### src/rtl/riscv_pkg.sv
// Shared RISC-V decode definitions: opcode constants and the decoded bundle type.
// The bundle is sized for the widest datapath; narrower stages zero the upper bits.
package riscv_pkg;

  localparam int XLEN_MAX = 64;

  localparam logic [6:0] R_TYPE    = 7'b0110011;
  localparam logic [6:0] I_TYPE_0  = 7'b0010011;
  localparam logic [6:0] I_TYPE_1  = 7'b0000011;
  localparam logic [6:0] I_TYPE_2  = 7'b1100111;
  localparam logic [6:0] I_TYPE_3  = 7'b0001111;
  localparam logic [6:0] I_TYPE_4  = 7'b1110011;
  localparam logic [6:0] S_TYPE    = 7'b0100011;
  localparam logic [6:0] B_TYPE    = 7'b1100011;
  localparam logic [6:0] U_TYPE_0  = 7'b0110111;
  localparam logic [6:0] U_TYPE_1  = 7'b0010111;
  localparam logic [6:0] J_TYPE    = 7'b1101111;
  localparam logic [6:0] OP_IMM_32 = 7'b0011011;
  localparam logic [6:0] OP_32     = 7'b0111011;

  typedef struct packed {
    logic [XLEN_MAX-1:0] pc;
    logic [4:0]          rs1;
    logic [4:0]          rs2;
    logic [4:0]          rd;
    logic [6:0]          op;
    logic [2:0]          funct3;
    logic [6:0]          funct7;
    logic                r;
    logic                i;
    logic                s;
    logic                b;
    logic                u;
    logic                j;
    logic                illegal;
    logic [XLEN_MAX-1:0] imm;
  } dec_t;

endpackage

### src/rtl/rv_decode_comb.sv
// Purely combinational RISC-V instruction decoder producing one dec_t bundle.
// Immediates are built 64 bits wide, then masked to XLEN so narrow builds read zero above.
module rv_decode_comb
  import riscv_pkg::*;
#(
  parameter int XLEN     = 32,
  parameter int RV64_OPS = 0
) (
  input  logic [31:0]     instr_i,
  input  logic [XLEN-1:0] pc_i,
  output dec_t            dec_o
);

  logic signed [XLEN_MAX-1:0] w_imm_full;
  logic        [XLEN_MAX-1:0] w_xlen_mask;
  logic                       w_quad_ok;

  assign w_xlen_mask = (XLEN == 64) ? {XLEN_MAX{1'b1}} : 64'h0000_0000_FFFF_FFFF;
  assign w_quad_ok   = (instr_i[1:0] == 2'b11);

  always_comb begin
    dec_o        = '0;
    w_imm_full   = '0;
    dec_o.pc     = XLEN_MAX'(pc_i);
    dec_o.rs1    = instr_i[19:15];
    dec_o.rs2    = instr_i[24:20];
    dec_o.rd     = instr_i[11:7];
    dec_o.op     = instr_i[6:0];
    dec_o.funct3 = instr_i[14:12];
    dec_o.funct7 = instr_i[31:25];

    if (w_quad_ok) begin
      case (instr_i[6:0])
        R_TYPE:    dec_o.r = 1'b1;
        OP_32:     dec_o.r = (RV64_OPS != 0);
        I_TYPE_0, I_TYPE_1, I_TYPE_2, I_TYPE_3, I_TYPE_4:
                   dec_o.i = 1'b1;
        OP_IMM_32: dec_o.i = (RV64_OPS != 0);
        S_TYPE:    dec_o.s = 1'b1;
        B_TYPE:    dec_o.b = 1'b1;
        U_TYPE_0, U_TYPE_1:
                   dec_o.u = 1'b1;
        J_TYPE:    dec_o.j = 1'b1;
        default:   ;
      endcase
    end

    dec_o.illegal = ~(dec_o.r | dec_o.i | dec_o.s | dec_o.b | dec_o.u | dec_o.j);

    // U-type upper immediate sign-extends from bit 31; masking leaves it unextended at XLEN=32
    if (dec_o.i)
      w_imm_full = {{52{instr_i[31]}}, instr_i[31:20]};
    else if (dec_o.s)
      w_imm_full = {{52{instr_i[31]}}, instr_i[31:25], instr_i[11:7]};
    else if (dec_o.b)
      w_imm_full = {{52{instr_i[31]}}, instr_i[7], instr_i[30:25], instr_i[11:8], 1'b0};
    else if (dec_o.u)
      w_imm_full = {{32{instr_i[31]}}, instr_i[31:12], 12'h000};
    else if (dec_o.j)
      w_imm_full = {{44{instr_i[31]}}, instr_i[19:12], instr_i[20], instr_i[30:21], 1'b0};

    dec_o.imm = w_imm_full & w_xlen_mask;
  end

endmodule

### src/rtl/decode_stage.sv
// Registered decode stage: output register plus one skid entry around rv_decode_comb,
// giving 1-cycle latency, full throughput and a registered in_ready.
module decode_stage
  import riscv_pkg::*;
#(
  parameter int XLEN     = 32,
  parameter int RV64_OPS = 0
) (
  input  logic            clk,
  input  logic            reset,
  input  logic            flush_i,
  input  logic            in_valid_i,
  output logic            in_ready_o,
  input  logic [31:0]     instr_i,
  input  logic [XLEN-1:0] pc_i,
  output logic            out_valid_o,
  input  logic            out_ready_i,
  output dec_t            dec_o
);

  dec_t w_dec_p0;
  dec_t r_out_p1;
  dec_t r_skid_p1;
  logic r_vld_p1;
  logic r_skid_vld_p1;
  logic w_accept;
  logic w_out_free;

  rv_decode_comb #(
    .XLEN     (XLEN),
    .RV64_OPS (RV64_OPS)
  ) u_decode (
    .instr_i (instr_i),
    .pc_i    (pc_i),
    .dec_o   (w_dec_p0)
  );

  assign in_ready_o  = ~r_skid_vld_p1;
  assign w_accept    = in_valid_i & ~r_skid_vld_p1;
  assign w_out_free  = ~r_vld_p1 | out_ready_i;
  assign out_valid_o = r_vld_p1;
  assign dec_o       = r_out_p1;

  // p0 -> p1: decode result enters out register directly, or parks in skid while out stalls
  always_ff @(posedge clk) begin
    if (reset) begin
      r_vld_p1      <= 1'b0;
      r_skid_vld_p1 <= 1'b0;
      r_out_p1      <= '0;
      r_skid_p1     <= '0;
    end else if (flush_i) begin
      r_vld_p1      <= 1'b0;
      r_skid_vld_p1 <= 1'b0;
    end else if (w_out_free) begin
      if (r_skid_vld_p1) begin
        r_out_p1      <= r_skid_p1;
        r_vld_p1      <= 1'b1;
        r_skid_vld_p1 <= 1'b0;
      end else if (w_accept) begin
        r_out_p1 <= w_dec_p0;
        r_vld_p1 <= 1'b1;
      end else begin
        r_vld_p1 <= 1'b0;
      end
    end else if (w_accept) begin
      r_skid_p1     <= w_dec_p0;
      r_skid_vld_p1 <= 1'b1;
    end
  end

endmodule
### config.mk
export PLATFORM = sky130hd
export DESIGN_NAME = decode_stage
export DESIGN_NICKNAME = d
export VERILOG_FILES = /design/src/rtl/riscv_pkg.sv /design/src/rtl/rv_decode_comb.sv /design/src/rtl/decode_stage.sv
export SDC_FILE = /design/constraint.sdc
export NUM_CORES = 1
export LEC_CHECK = 0
export ABC_CLOCK_PERIOD_IN_PS = 1500
export CORE_MARGIN = 2
export CORE_UTILIZATION = 44
export DETAILED_ROUTE_END_ITERATION = 6
export PLACE_DENSITY_LB_ADDON = 0.05
export RECOVER_POWER = 25
export SYNTH_ARGS = -nofsm -noshare
export SYNTH_HDL_FRONTEND = slang
export SYNTH_SLANG_ARGS = --single-unit
### constraint.sdc
create_clock -name clk -period 1.5 [get_ports clk]
set_clock_uncertainty 0.05 [all_clocks]
set_input_delay 0.225 -clock clk [delete_from_list [all_inputs] [get_ports clk]]
set_output_delay 0.225 -clock clk [all_outputs]
set_load 0.05 [all_outputs]
After elaboration in Yosys (flattened, before gate mapping)
Index checks and enable logic that the tools add are counted.
Widths: inputs -> output; s select.

operators by class
  multiplexer cells = 16
  reduce and logical (&&, ||, !) cells = 7
  equal/unequal tests = 12
  bitwise operators = 12

operators by type and width
  cell                number
  $mux 167            2
  $mux 32             5
  $eq 7x7->1 const B  4
  $eq 7x6->1 const B  3
  $eq 7x5->1 const B  2
  $mux 1              8
  $eq 7x2->1 const B  1
  $eq 7x4->1 const B  1
  $mux 6              1
  $or 1x1->1          6
  $reduce_and 3->1    2
  $not 1->1           5
  $reduce_or 5->1     1
  $reduce_or 2->1     2
  $reduce_or 3->1     1
  $eq 2x2->1 const B  1
  $reduce_bool 2->1   1
  $and 1x1->1         1

storage, ports and cells
  register bits after elaboration = 272
  logic and storage cells = 79
  output and inout bits = 169

Depth between registers and ports, before layout
  word-level depth = 12
  depth in mapped cells = 8
  depth with buffers taken out = 5

Cells and area by module
From an unflattened synthesis, not the netlist that was laid out.

second synthesis, totals
  cell total of the unflattened synthesis = 1716
  area total of the unflattened synthesis = 17434.2 um2

by module, submodules not included
  module          cells an instance  instances  area each (um2)
  decode_stage    1497               1          15781.4
  rv_decode_comb  219                1          1652.8

Least setup slack after synthesis
OpenSTA, ideal clock, no wires.

  path kind = reg2reg
  start = reg r_vld_p1, in the netlist out_valid_o
  end = reg r_skid_p1[70] (netlist name)
  setup slack = -0.551 ns
  period minus slack after synthesis = 2.051 ns
  cell stages (with the launch flop) = 6
  setup time = 0.070 ns
  arrival = 1.931 ns
  data required time = 1.380 ns
  path buffers = 1
  path through = dfxtp_1 > nand2b_1 > or3_1 > buf_2 > or4_1 > a21oi_1

on the way
  longest elaborated chain between the ends = 4

ends and longest elaborated chain
  item                        line                RTL
  start: declaration          decode_stage.sv:24  logic r_vld_p1;
  start signal: assignment    decode_stage.sv:47  r_vld_p1 <= 1'b0;
  start signal: assignment    decode_stage.sv:52  r_vld_p1 <= 1'b0;
  start signal: assignment    decode_stage.sv:57  r_vld_p1 <= 1'b1;
  $not 1->1                   decode_stage.sv:40  assign w_out_free = ~r_vld_p1 | out_ready_i;
  $or 1x1->1                  decode_stage.sv:40
  $not 1->1 (no line)         n/a
  $reduce_and 3->1 (no line)  n/a
  end signal: assignment      decode_stage.sv:66  r_skid_p1 <= w_dec_p0;
  end: declaration            decode_stage.sv:23  dec_t r_skid_p1;

Every way passes these cells.
A chain may end at the register's enable or synchronous reset.

Final worst setup path
Same ends and word-level chain as after synthesis.

==> run_summary.xml <==
<?xml version="1.0" encoding="UTF-8"?>
<metrics>
  <group name="critical_path">
    <metric name="critPathArrivalTime" unit="ns">2.15</metric>
    <metric name="path_cells" unit="">buf_4, nand2b_4, or3_4, or4_1, a21oi_1</metric>
    <metric name="critPathKind" unit="">register to register</metric>
    <metric name="worst_path_max_delay_cell" unit="">sky130_fd_sc_hd__or3_4</metric>
    <metric name="slack_of_the_worst_reg_to_reg_path" unit="ns">-0.25</metric>
    <metric name="worst_path_dominant_cell_family" unit="">simple AND/OR/NAND/NOR gates</metric>
    <metric name="critPathCaptureType" unit="">register</metric>
    <metric name="worst-path-max-fanout" unit="">7</metric>
    <metric name="required" unit="ns">1.90</metric>
    <metric name="critPathMaxStageDelay" unit="ns">0.52</metric>
    <metric name="path_buf_inv" unit="">1</metric>
    <metric name="crit_path_start_kind" unit="">register</metric>
  </group>
  <group name="grt">
    <metric name="grt.total_usage" unit="%">25.12</metric>
    <metric name="grt_pass1_vias" unit="">7953</metric>
    <metric name="antenna_found_initial" unit="">0</metric>
    <metric name="grt_first_pass_wirelength" unit="mm">44.18</metric>
    <metric name="grt_start_max_net_pins" unit="">91</metric>
    <metric name="overflow" unit="">0</metric>
  </group>
  <group name="floorplan">
    <metric name="fp.dieW" unit="µm">148.1</metric>
    <metric name="die_height" unit="µm">148.1</metric>
    <metric name="io-pin-count" unit="">238</metric>
    <metric name="fp.dieArea" unit="mm²">0.02194</metric>
    <metric name="core" unit="mm²">0.02030</metric>
    <metric name="floorplan.initialDensity" unit="%">45.02</metric>
    <metric name="core.rowCount" unit="">52</metric>
  </group>
  <group name="sta">
    <metric name="rsz_0062_raised_after_global_routing" unit="">true</metric>
    <metric name="post-route-worst-setup-slack" unit="ns">-0.2494</metric>
    <metric name="worst_pin_slew" unit="ns">0.6382</metric>
    <metric name="fmax" unit="MHz">571.6</metric>
    <metric name="finalMaxSlewViolations" unit="">0</metric>
    <metric name="hold_viol_final" unit="">0</metric>
    <metric name="setup_viol" unit="">208</metric>
    <metric name="finalCritPeriodShare" unit="%">116.6</metric>
    <metric name="slew-limit-headroom" unit="%">57.45</metric>
    <metric name="hold-worst-slack" unit="ns">0.04388</metric>
    <metric name="finalCriticalPeriod" unit="ns">1.749</metric>
  </group>
  <group name="cts">
    <metric name="cts_buffers" unit="">23</metric>
    <metric name="holdBufCountCts" unit="">0</metric>
    <metric name="clock_tree.buffer_depth" unit="">3</metric>
    <metric name="cts-root-buf" unit="">sky130_fd_sc_hd__clkbuf_16</metric>
    <metric name="cts_tree" unit="">done</metric>
    <metric name="clock_sinks" unit="">208</metric>
    <metric name="clock_slew_at_reported_path_ffs" unit="ns">0.06</metric>
    <metric name="cts.htree.levels" unit="">1</metric>
    <metric name="clkLatencyLatePin" unit="ns">0.51</metric>
  </group>
  <group name="power_and_ir_drop">
    <metric name="power_density" unit="mW/mm²">950.0</metric>
    <metric name="worst_vdd_drop" unit="mV">0.7161</metric>
    <metric name="total_power" unit="W">0.01415</metric>
    <metric name="p_leak" unit="nW">5.572</metric>
  </group>
  <group name="synthesis">
    <metric name="ys_top_cells_by_area" unit="">sky130_fd_sc_hd__dfxtp_1 (46%), sky130_fd_sc_hd__a211oi_1 (7.6%), sky130_fd_sc_hd__nand2_1 (7.6%), sky130_fd_sc_hd__mux2i_1 (7.4%), sky130_fd_sc_hd__a21oi_1 (5.4%)</metric>
    <metric name="ys_async_sr_fraction" unit="%">0</metric>
    <metric name="synth.distinct_cells" unit="">50</metric>
    <metric name="postSynth.topFlopCell" unit="">sky130_fd_sc_hd__dfxtp_1</metric>
    <metric name="post-synth-top-area-fraction" unit="%">45.56</metric>
    <metric name="synth_most_common_cell" unit="">sky130_fd_sc_hd__dfxtp_1</metric>
    <metric name="synthesis.area_per_instance" unit="µm²">8.485</metric>
    <metric name="syn-cell-area" unit="mm²">0.009139</metric>
    <metric name="synth_edf_count" unit="">0</metric>
    <metric name="yosys-top-cells-count" unit="">sky130_fd_sc_hd__dfxtp_1 (208), sky130_fd_sc_hd__nand2_1 (185), sky130_fd_sc_hd__nor2_1 (111)</metric>
    <metric name="yosys_reg_bits" unit="">208</metric>
    <metric name="netlist_instances" unit="">1077</metric>
    <metric name="seq_area_frac_synth" unit="%">45.56</metric>
    <metric name="yosys_warnings" unit="">0</metric>
    <metric name="netlist.top_cell.by_area" unit="">sky130_fd_sc_hd__dfxtp_1</metric>
  </group>
  <group name="place">
    <metric name="portBuffers" unit="">173</metric>
    <metric name="place.gp.congestion" unit="">0.8684</metric>
    <metric name="dp.final_hpwl" unit="mm">17.97</metric>
    <metric name="place_ws" unit="ns">-0.7471</metric>
  </group>
  <group name="finish">
    <metric name="finish.net_count" unit="">1415</metric>
    <metric name="layout.core_utilization" unit="%">73.37</metric>
    <metric name="drive_gt1_share" unit="%">35.49</metric>
    <metric name="areaGrowthSynthToFinish" unit="%">62.97</metric>
    <metric name="antenna-diode-count" unit="">0</metric>
  </group>
  <group name="worst_hold_path">
    <metric name="worstHoldPathType" unit="">input port to register</metric>
  </group>
  <group name="outcome">
    <metric name="run_status" unit="">complete, but fails checks</metric>
    <metric name="violations" unit="">setup timing</metric>
  </group>
  <group name="drt">
    <metric name="wirelength" unit="mm">31.26</metric>
    <metric name="detail_route.first_pass.iterations" unit="">5</metric>
    <metric name="detailroute.via_count" unit="">8960</metric>
    <metric name="remaining_drc_errors" unit="">0</metric>
    <metric name="vias_per_cell" unit="">5.494</metric>
    <metric name="initialDrtViolationCount" unit="">596</metric>
    <metric name="detail-route-antenna-nets" unit="">0</metric>
    <metric name="wl_per_cell" unit="µm">19.16</metric>
  </group>
  <group name="flow_run">
    <metric name="drv.max_cap_violation_count" unit="">0</metric>
  </group>
</metrics>
[cells by family (layout without fill, tap and decap cells)]
| family | Yosys count | count (layout) | share of synthesized area (%) |
|---|---|---|---|
| multiplexers | 68 | 68 | 7.448 |
| AND/OR/NAND/NOR | 364 | 365 | 17.05 |
| other | 1 | 64 | 0.04103 |
| adder cells (fa/ha/maj) | 1 | 1 | 0.1232 |
| flip-flops | 208 | 208 | 45.56 |
| buffers and inverters | 158 | 378 | 9.597 |
| AO/OA/AOI/OAI | 277 | 277 | 20.18 |
[path summary, 6_finish.rpt]
path / from / end / depth (start not counted)
worst max-delay path: out_valid_o$_SDFFE_PP0P_ / r_skid_p1[70]$_SDFFE_PP0P_ / 5
worst min-delay path: reset / r_skid_p1[1]$_SDFFE_PP0P_ / 4
worst min register to register: r_skid_p1[81]$_SDFFE_PP0P_ / r_skid_p1[81]$_SDFFE_PP0P_ / 2
worst max register to register: out_valid_o$_SDFFE_PP0P_ / r_skid_p1[70]$_SDFFE_PP0P_ / 5
[final cells by class]
type | instances | area (µm²)
clock inverter | 3 | 43.79
inverter | 5 | 31.28
sequential | 208 | 4172
fill | 1474 | 5406
clock buffer | 37 | 648.1
timing repair buffer | 333 | 4333
multi-input combinational | 775 | 5328
tap | 270 | 337.8
[where the power goes]
part           switching, W  internal [W]
Sequential         0.000172       0.00570
Clock               0.00226       0.00312
Combinational       0.00174       0.00117
[sequential cells by signal, indices dropped and copies added, names as in the netlist]
name,cells
dec_o,103
out_valid_o,1
r_skid_p1,103
r_skid_vld_p1,1
[routing by layer]
metal	vias up	global-route usage (%)	part of all wire, %
met5	-	0	0
met4	0	7.095	2.5
met3	65	3.957	6.8
li1	4197	-	-
met2	380	41.78	49
met1	4318	34.02	42
[repair_timing]
action / 4_1_cts / 5_1_grt
endpoints found under the setup margin: 207 / 208
buffers inserted: 22 / 25
pin swaps: 42 / 71
gates resized for setup: 148 / 216
gates cloned: 17 / 8
[worst min-delay path, stage by stage]
cell                      delay, ns
sky130_fd_sc_hd__buf_6         0.12
sky130_fd_sc_hd__nor2_4        0.09
sky130_fd_sc_hd__nand2_1       0.06
sky130_fd_sc_hd__o21ai_1       0.05
[cell usage in the layout (no fill, tap or decap), drive strengths merged, types with 11 or more instances in the layout]
cell,n
clkdlybuf4s50,60
o211ai,16
dfxtp,208
conb,64
o21ai,18
nand2,185
a21oi,99
and3,19
mux2i,68
clkbuf,68
nor3,12
a311oi,11
nor2,112
buf,233
a211oi,93
[through the flow]
| step | TNS [ns] | cells | instance area (µm²) |
|---|---|---|---|
| finish | -31.97 | 1631 | 14890 |
| global route | -41.00 | 1631 | 14890 |
| CTS | -17.91 | 1606 | 14110 |
| detailed placement | -122.70 | 1527 | 12300 |
| global placement | -119.15 | 1527 | 12300 |
| floorplan | -15.50 | 1140 | 9503 |
Note: power is estimated with default switching activity, not from simulation.
